--- config.mk ---
export PLATFORM = sky130hd
export DESIGN_NAME = ft_lockstep_monitor
export DESIGN_NICKNAME = d
export VERILOG_FILES = /design/src/rtl/ft_pkg.sv /design/src/rtl/ft_lockstep_cmp.sv /design/src/rtl/ft_lockstep_monitor.sv
export SDC_FILE = /design/constraint.sdc
export NUM_CORES = 1
export LEC_CHECK = 0
export ABC_CLOCK_PERIOD_IN_PS = 2500
export BUFFER_PORTS_ARGS = -buffer_cell sky130_fd_sc_hd__buf_2
export CAP_MARGIN = 25
export CORE_MARGIN = 3
export CORE_UTILIZATION = 43
export DETAILED_ROUTE_END_ITERATION = 16
export PLACE_DENSITY = 0.88
export SYNTH_ARGS = -nofsm -noshare
export SYNTH_HDL_FRONTEND = slang
export SYNTH_SLANG_ARGS = --single-unit
--- constraint.sdc ---
create_clock -name clk_i -period 2.5 [get_ports clk_i]
set_input_delay 0.25 -clock clk_i [delete_from_list [all_inputs] [get_ports clk_i]]
set_output_delay 0.25 -clock clk_i [all_outputs]
set_load 0.02 [all_outputs]
--- src/rtl/ft_pkg.sv ---
// Shared types and field-mask bit positions for the lockstep monitor.
package ft_pkg;

    localparam int unsigned FT_FIELD_W = 3;

    localparam int unsigned FT_F_IADDR = 0;
    localparam int unsigned FT_F_DADDR = 1;
    localparam int unsigned FT_F_WDATA = 2;

    typedef enum logic [2:0] {
        IDLE,
        COMPARE,
        REQ,
        WAIT,
        FAULT
    } ft_mon_state_e;

endpackage

--- src/rtl/ft_lockstep_cmp.sv ---
// Combinational comparison of the two core buses into a per-field mismatch mask.
module ft_lockstep_cmp
    import ft_pkg::*;
#(
    parameter int unsigned DATA_W = 32
) (
    input  logic [DATA_W-1:0]     c0_instr_addr,
    input  logic [DATA_W-1:0]     c1_instr_addr,
    input  logic                  c0_data_req,
    input  logic                  c1_data_req,
    input  logic                  c0_data_we,
    input  logic                  c1_data_we,
    input  logic [DATA_W-1:0]     c0_data_addr,
    input  logic [DATA_W-1:0]     c1_data_addr,
    input  logic [DATA_W-1:0]     c0_data_wdata,
    input  logic [DATA_W-1:0]     c1_data_wdata,
    output logic [FT_FIELD_W-1:0] mask_c
);

    logic both_req;

    // Address/we are only meaningful when both cores issue a request; wdata only on writes.
    always_comb begin
        mask_c   = '0;
        both_req = c0_data_req & c1_data_req;
        mask_c[FT_F_IADDR] = (c0_instr_addr != c1_instr_addr);
        mask_c[FT_F_DADDR] = (c0_data_req != c1_data_req) ||
                             (both_req && ((c0_data_we != c1_data_we) ||
                                           (c0_data_addr != c1_data_addr)));
        mask_c[FT_F_WDATA] = both_req && c0_data_we && c1_data_we &&
                             (c0_data_wdata != c1_data_wdata);
    end

endmodule

--- src/rtl/ft_lockstep_monitor.sv ---
// Lockstep divergence detector with halt/recovery handshake and retry escalation.
module ft_lockstep_monitor
    import ft_pkg::*;
#(
    parameter int unsigned DATA_W          = 32,
    parameter int unsigned CNT_W           = 16,
    parameter int unsigned RECOVERY_CYCLES = 8,
    parameter int unsigned CLEAN_CYCLES    = 64,
    parameter int unsigned MAX_RETRIES     = 3
) (
    input  logic                  clk_i,
    input  logic                  rst_i,
    input  logic                  enable_i,
    input  logic                  clear_i,
    input  logic [DATA_W-1:0]     c0_instr_addr_i,
    input  logic [DATA_W-1:0]     c1_instr_addr_i,
    input  logic                  c0_data_req_i,
    input  logic                  c1_data_req_i,
    input  logic                  c0_data_we_i,
    input  logic                  c1_data_we_i,
    input  logic [DATA_W-1:0]     c0_data_addr_i,
    input  logic [DATA_W-1:0]     c1_data_addr_i,
    input  logic [DATA_W-1:0]     c0_data_wdata_i,
    input  logic [DATA_W-1:0]     c1_data_wdata_i,
    input  logic                  recover_ack_i,
    output logic                  error_o,
    output logic                  halt_o,
    output logic                  recover_req_o,
    output logic                  fault_o,
    output logic [CNT_W-1:0]      err_count_o,
    output logic [DATA_W-1:0]     err_addr_o,
    output logic [FT_FIELD_W-1:0] err_field_o
);

    localparam int unsigned CLEAN_W = $clog2(CLEAN_CYCLES + 1);
    localparam int unsigned RETRY_W = $clog2(MAX_RETRIES + 1);
    localparam int unsigned WAIT_W  = (RECOVERY_CYCLES > 1) ? $clog2(RECOVERY_CYCLES) : 1;

    localparam logic [CLEAN_W-1:0] CLEAN_LAST = CLEAN_W'(CLEAN_CYCLES - 1);
    localparam logic [RETRY_W-1:0] RETRY_LAST = RETRY_W'(MAX_RETRIES - 1);
    localparam logic [WAIT_W-1:0]  WAIT_LAST  = WAIT_W'(RECOVERY_CYCLES - 1);

    ft_mon_state_e          state;
    logic [FT_FIELD_W-1:0]  field_mask;
    logic                   mismatch;
    logic [CLEAN_W-1:0]     clean_cnt;
    logic [RETRY_W-1:0]     retry_cnt;
    logic [WAIT_W-1:0]      wait_cnt;

    ft_lockstep_cmp #(
        .DATA_W (DATA_W)
    ) u_cmp (
        .c0_instr_addr (c0_instr_addr_i),
        .c1_instr_addr (c1_instr_addr_i),
        .c0_data_req   (c0_data_req_i),
        .c1_data_req   (c1_data_req_i),
        .c0_data_we    (c0_data_we_i),
        .c1_data_we    (c1_data_we_i),
        .c0_data_addr  (c0_data_addr_i),
        .c1_data_addr  (c1_data_addr_i),
        .c0_data_wdata (c0_data_wdata_i),
        .c1_data_wdata (c1_data_wdata_i),
        .mask_c        (field_mask)
    );

    assign mismatch = |field_mask;

    // Sequencer, counters and capture; halt/req/fault are updated alongside each transition.
    always_ff @(posedge clk_i) begin
        if (rst_i) begin
            state         <= IDLE;
            error_o       <= 1'b0;
            halt_o        <= 1'b0;
            recover_req_o <= 1'b0;
            fault_o       <= 1'b0;
            err_count_o   <= '0;
            err_addr_o    <= '0;
            err_field_o   <= '0;
            clean_cnt     <= '0;
            retry_cnt     <= '0;
            wait_cnt      <= '0;
        end else if (clear_i) begin
            state         <= IDLE;
            error_o       <= 1'b0;
            halt_o        <= 1'b0;
            recover_req_o <= 1'b0;
            fault_o       <= 1'b0;
            err_count_o   <= '0;
            err_addr_o    <= '0;
            err_field_o   <= '0;
            clean_cnt     <= '0;
            retry_cnt     <= '0;
            wait_cnt      <= '0;
        end else begin
            error_o <= 1'b0;
            unique case (state)
                IDLE: begin
                    if (enable_i) begin
                        state <= COMPARE;
                    end
                end
                COMPARE: begin
                    if (!enable_i) begin
                        state <= IDLE;
                    end else if (mismatch) begin
                        error_o     <= 1'b1;
                        err_addr_o  <= c0_instr_addr_i;
                        err_field_o <= field_mask;
                        clean_cnt   <= '0;
                        retry_cnt   <= retry_cnt + RETRY_W'(1);
                        halt_o      <= 1'b1;
                        if (err_count_o != '1) begin
                            err_count_o <= err_count_o + CNT_W'(1);
                        end
                        if (retry_cnt == RETRY_LAST) begin
                            state   <= FAULT;
                            fault_o <= 1'b1;
                        end else begin
                            state         <= REQ;
                            recover_req_o <= 1'b1;
                        end
                    end else if (clean_cnt == CLEAN_LAST) begin
                        // A full clean window forgives earlier detections.
                        clean_cnt <= '0;
                        retry_cnt <= '0;
                    end else begin
                        clean_cnt <= clean_cnt + CLEAN_W'(1);
                    end
                end
                REQ: begin
                    if (recover_ack_i) begin
                        state         <= WAIT;
                        recover_req_o <= 1'b0;
                        wait_cnt      <= '0;
                    end
                end
                WAIT: begin
                    if (wait_cnt == WAIT_LAST) begin
                        state  <= COMPARE;
                        halt_o <= 1'b0;
                    end else begin
                        wait_cnt <= wait_cnt + WAIT_W'(1);
                    end
                end
                FAULT: begin
                    state <= FAULT;
                end
                default: begin
                    state <= IDLE;
                end
            endcase
        end
    end

endmodule

# Word-level counts from Yosys, hierarchy flattened
# Cells that the tools add are included.
dict set report totals {
  register_bits 70
  latch_bits 0
  mem_bits_rw 0
  mem_bits_ro 0
  memories 0
}
dict set report op_classes {
  add_sub_neg 4
  multipliers 0
  div 0
  order_cmp 0
  n_eq_ne 21
  shift 0
  muxes 24
  bitwise 3
  reduce_logical 23
}
# op count
set ops {}
lappend ops {{!= test 32 bit} 3}
lappend ops {{2-to-1 mux 3 bit} 8}
lappend ops {{adder 16 x 1 -> 16 bit (second input constant)} 1}
lappend ops {{!= test 16 bit (second input constant)} 1}
lappend ops {{AND reduction 4 bit} 4}
lappend ops {{one-hot mux 3 bit (5 select lines)} 1}
lappend ops {{2-to-1 mux 7 bit} 2}
lappend ops {{!= test 2 bit (second input constant)} 7}
lappend ops {{AND reduction 3 bit} 3}
lappend ops {{2-to-1 mux 1 bit} 8}
lappend ops {{nonzero test 2 bit} 4}
lappend ops {{adder 7 x 1 -> 7 bit (second input constant)} 1}
lappend ops {{== test 7 x 6 -> 1 bit (second input constant)} 1}
lappend ops {{== test 3 x 2 -> 1 bit (second input constant)} 2}
lappend ops {{== test 3 bit (second input constant)} 2}
lappend ops {{one-hot mux 3 bit (2 select lines)} 1}
lappend ops {{AND reduction 5 bit} 1}
lappend ops {{logical AND 1 bit} 4}
lappend ops {{2-to-1 mux 2 bit} 2}
lappend ops {{one-hot mux 1 bit (2 select lines)} 2}
lappend ops {{OR reduction 4 bit} 1}
lappend ops {{adder 3 x 1 -> 3 bit (second input constant)} 1}
lappend ops {{== test 3 x 1 -> 1 bit (second input constant)} 1}
lappend ops {{logical NOT 3 bit} 1}
lappend ops {{10 further kinds} 13}

# Longest topological paths before layout
dict set report depth {
  word_depth 8
  depth_mapped 10
  ltp_nobuf 7
}

# Cells and area by module
# Synthesis repeated with hierarchy kept, for this count alone.
dict set report unflattened {
  cells_unflattened 489
  hier_area_um2 4040.1
}
# module n_inst cells_each area_per_inst_um2 seq_area_each_um2
set by_module_without_submodules {}
lappend by_module_without_submodules {ft_lockstep_monitor 1 355 2962.8 1401.3}
lappend by_module_without_submodules {ft_lockstep_cmp 1 134 1077.3 0.0}

# Least setup slack after synthesis
# No wires, ideal clock.
dict set report synth_timing {
  kind {input port to flip-flop}
  startpoint {input port c1_data_addr_i[27]}
  endpoint {register err_addr_o[21]}
  setup_ns 0.128
  arrival_time_ns 1.821
  required_time_ns 2.372
  setup_slack_ns 0.551
  cell_stages 10
  path_buffers 3
  cell_sequence {xnor2_1 -> nand4_1 -> nor4_1 -> a31oi_1 -> o31a_1 -> clkbuf_1 -> buf_6 -> buf_6 -> mux2i_1 -> nor2_1}
}
dict set report synth_via {
  elab_chain_cells 6
}
# item line_no
set synth_rtl {}
lappend synth_rtl {{start: declaration} ft_lockstep_monitor.sv:22} ;# input logic [DATA_W-1:0] c1_data_addr_i,
lappend synth_rtl {{!= test 32 bit} ft_lockstep_cmp.sv:29} ;# (c0_data_addr != c1_data_addr)));
lappend synth_rtl {{logical OR 1 bit} ft_lockstep_cmp.sv:28} ;# (both_req && ((c0_data_we != c1_data_we) ||
lappend synth_rtl {{logical AND 1 bit} ft_lockstep_cmp.sv:28}
lappend synth_rtl {{logical OR 1 bit} ft_lockstep_cmp.sv:27} ;# mask_c[FT_F_DADDR] = (c0_data_req != c1_data_req) ||
lappend synth_rtl {{OR reduction 3 bit} ft_lockstep_monitor.sv:66} ;# assign mismatch = |field_mask;
lappend synth_rtl {{AND reduction 3 bit (no line)} --}
lappend synth_rtl {{end signal: assignment} ft_lockstep_monitor.sv:107} ;# err_addr_o <= c0_instr_addr_i;
lappend synth_rtl {{end: declaration} ft_lockstep_monitor.sv:31} ;# output logic [DATA_W-1:0] err_addr_o,
# Every way passes these cells.
# A chain may end at the register's enable or synchronous reset.

# Worst setup path after layout
dict set report layout_timing {
  startpoint {register state[0]}
  endpoint {register err_count_o[3]}
}
dict set report layout_via {
  elab_chain_cells 2
}
# item line_no
set layout_rtl {}
lappend layout_rtl {{start: declaration} ft_lockstep_monitor.sv:43} ;# ft_mon_state_e state;
lappend layout_rtl {{start signal: assignment} ft_lockstep_monitor.sv:71} ;# state <= IDLE;
lappend layout_rtl {{start signal: assignment} ft_lockstep_monitor.sv:83} ;# state <= IDLE;
lappend layout_rtl {{start signal: assignment} ft_lockstep_monitor.sv:99} ;# state <= COMPARE;
lappend layout_rtl {{== test 3 x 1 -> 1 bit} ft_lockstep_monitor.sv:96} ;# unique case (state)
lappend layout_rtl {{AND reduction 4 bit (no line)} --}
lappend layout_rtl {{end signal: assignment} ft_lockstep_monitor.sv:113} ;# err_count_o <= err_count_o + CNT_W'(1);
lappend layout_rtl {{end: declaration} ft_lockstep_monitor.sv:30} ;# output logic [CNT_W-1:0] err_count_o,
# Every way passes these cells.

==> flow_summary.yaml <==
critical_path:
  cp.required_ps: 2740
  end_kind: "flip-flop"
  critPathKind: "flip-flop to flip-flop"
  cp_max_fo: 23
  arrival_ps: 2390
  critPathLaunchType: "flip-flop"
cells_and_area:
  final_core_util_pct: 63.07
  seq_area_sq_um: 1401
  drive_above_1_share_pct: 39.89
  final_area_sq_um: 5608
  final_nets: 919
  multiInputGateArea_sq_um: 2506
  fillCellCount: 750
  final_cells: 825
  area_growth_pct: 39.41
  diodes: 0
run_status:
  status: "finished clean"
timing:
  maxSlewViolCount: 0
  max_slew_margin_pct: 46.32
  tightestPinTransition_ps: 802.2
  final.setup_skew_ps: 8.584
  finalSetupTns_ps: 0
  setup_viol: 0
  hold_viol: 0
  fin_crit_sh_pct: 85.83
  rsz0062_at_grt: "no"
  fin_crit_ps: 2146
  clock.fmax_mhz: 466.0
routing:
  finalWirelength_um: 13470
  drcViolationCount: 0
  wire_per_inst_um: 16.32
  avgViaCountPerCell: 5.365
  met2_length_um: 7349
  met1_length_um: 4965
  vias: 4426
  top_layer: "met4"
  wl_met3_um: 920
  postRouteAntennaNets: 0
  drt_pass1_iterations: 4
  drtIter0Drc: 170
global_route:
  antenna_found_initial: 0
  grt_pass1_wl_um: 21290
  globalRouteTotalUtil_pct: 25.41
  overflow: 0
  first_global_vias: 4561
  grt_max_degree: 36
floorplanning:
  fp-row-count: 34
  start_util_pct: 45.24
  core_area_sq_um: 8891
  die_h_um: 102.7
  die_width_um: 102.7
  ios: 256
  dieArea_sq_um: 10550
logic_synthesis:
  yosys_warnings: 0
  async_flop_share_pct: 0
  yosys-top-cells-area: "dfxtp_1, xnor2_1, mux2i_1, nand4_1, nor2_1"
  synth_area_sq_um: 4023
  synth-edff-count: 0
  synth_nets: 664
  yosysTopAreaCellShare_pct: 34.84
  ys.flop_type: "dfxtp_1"
  netlist_instances: 457
  syn_avg_cell_area_sq_um: 8.802
  ys_types: 45
  ys_ff_latch: 70
  synth_top_cell_by_area: "dfxtp_1"
  yosysSeqAreaShare_pct: 34.84
clock_tree:
  ctsResizeCount: 0
  clock_latency_ps: 340
  tritoncts: "yes"
  cts_buffers: 9
  path_clk_slew_ps: 70
  h-tree-depth: 3
  cts-root-buf: "clkbuf_8"
  cts_hold_buf: 0
  cts.sink_count: 70
  post_cts_buffers: 0
  clock_path_buffers: 2
worst_hold_path:
  hold_path_class: "input port to flip-flop"
pwr:
  power_density_nw_per_um2: 447.5
  peakVddDrop_v: 0.0003209
  leakagePower_nw: 2.411
placed_design:
  portBuffers: 255
  gp_congestion: 0.9794
  dp_cells: 809
  placed_area_sq_um: 5406
  hpwl_um: 10980
job:
  maxCapViolCount: 0
-- report_power, final --
| part | internal [mW] | switching [mW] |
|---|---|---|
| clock network | 0.515 | 0.408 |
| logic | 0.251 | 0.210 |
| registers | 1.12 | 0.00516 |
| total | 1.89 | 0.623 |
-- state kept, by name, summed over array words and instances, names as in the netlist --
name           cells
clean_cnt          7
err_addr_o        32
err_count_o       16
err_field_o        3
error_o            1
fault_o            1
halt_o             1
recover_req_o      1
retry_cnt          2
state              3
wait_cnt           3
-- metal layers --
layer  GRT usage, %  up-vias
met2          45.78      180
met3          7.713       26
met5              0        -
met1          29.20     2093
li1               -     2127
met4          6.559        0
-- metrics by stage --
| step | total power [mW] | hold WS, ps | setup slack, ps |
|---|---|---|---|
| after floorplan | 1.370 | 397.2 | 551.2 |
| after global placement | 1.589 | 435.7 | 229.2 |
| after detailed placement | 1.610 | 447.4 | 145.9 |
| after CTS | 2.529 | 157.3 | 395.3 |
| after global routing | 2.622 | 175.0 | 198.8 |
| final | 2.509 | 173.6 | 354.2 |
-- critical path: stages, from the launching register on --
cell,delay (ps)
dfxtp_1,450
nor2b_1,290
and3b_1,410
o31a_2,260
buf_4,270
a311oi_1,140
a41o_1,230
-- path summary, 6_finish.rpt --
path / slack [ps] / cells after the start / end / from
hold reg to reg: 460 / 2 / err_field_o[2]$_SDFFE_PP0P_ / err_field_o[2]$_SDFFE_PP0P_
hold / removal: 170 / 3 / err_addr_o[21]$_SDFFE_PP0P_ / c0_instr_addr_i[21]
setup reg to reg: 350 / 6 / err_count_o[3]$_SDFFE_PP0P_ / state[0]$_SDFFE_PP0P_
setup / recovery: 350 / 6 / err_count_o[3]$_SDFFE_PP0P_ / state[0]$_SDFFE_PP0P_
-- layout make-up --
cell class	count	share of cell area (%)
inverter	4	0.2677
tap	108	2.410
clock inverter	3	0.7586
sequential	70	24.99
timing repair buffer	263	24.05
multi-input combinational	364	44.69
clock buffer	13	2.834
-- cells in the final DEF, fill, tap and decap left out, types with 2 or more instances in the layout --
master / count
nor3_1: 14
clkbuf_1: 2
ha_1: 6
nand4_1: 34
a21oi_1: 22
and3_1: 5
nor4_1: 7
xor2_1: 3
clkbuf_8: 11
o211ai_1: 3
nor2_1: 55
nand3_1: 6
inv_1: 4
o311ai_0: 2
mux2i_1: 33
or3_1: 5
nor3b_1: 2
buf_4: 7
o21ai_0: 6
buf_2: 255
and2_1: 4
dfxtp_1: 70
and4_1: 2
a211oi_1: 3
o31ai_1: 3
xnor2_1: 99
a31o_2: 5
nand2_1: 26
a31oi_1: 3
-- synth_stat cells, types with 4 or more instances --
library cell,instances
nor2_1,55
and3_1,5
o21ai_0,6
nand4_1,34
inv_1,4
nor4_1,7
a21oi_1,22
nand3_1,6
or3_1,5
nor3_1,14
a31o_2,5
nand2_1,26
ha_1,6
mux2i_1,33
and2_1,4
clkbuf_1,11
dfxtp_1,70
xnor2_1,99
-- logic make-up after synthesis --
family / count (synthesis) / synth area share (%)
muxes: 33 / 8.212
xor gates and xnor gates: 102 / 22.21
AOI/OAI and AO/OA: 57 / 9.394
DFF: 70 / 34.84
buffers and inverters: 23 / 2.892
and+or+nand+nor: 166 / 20.59
adders and majority gates: 6 / 1.866
No activity file was read; power rests on OpenSTA's default activity.
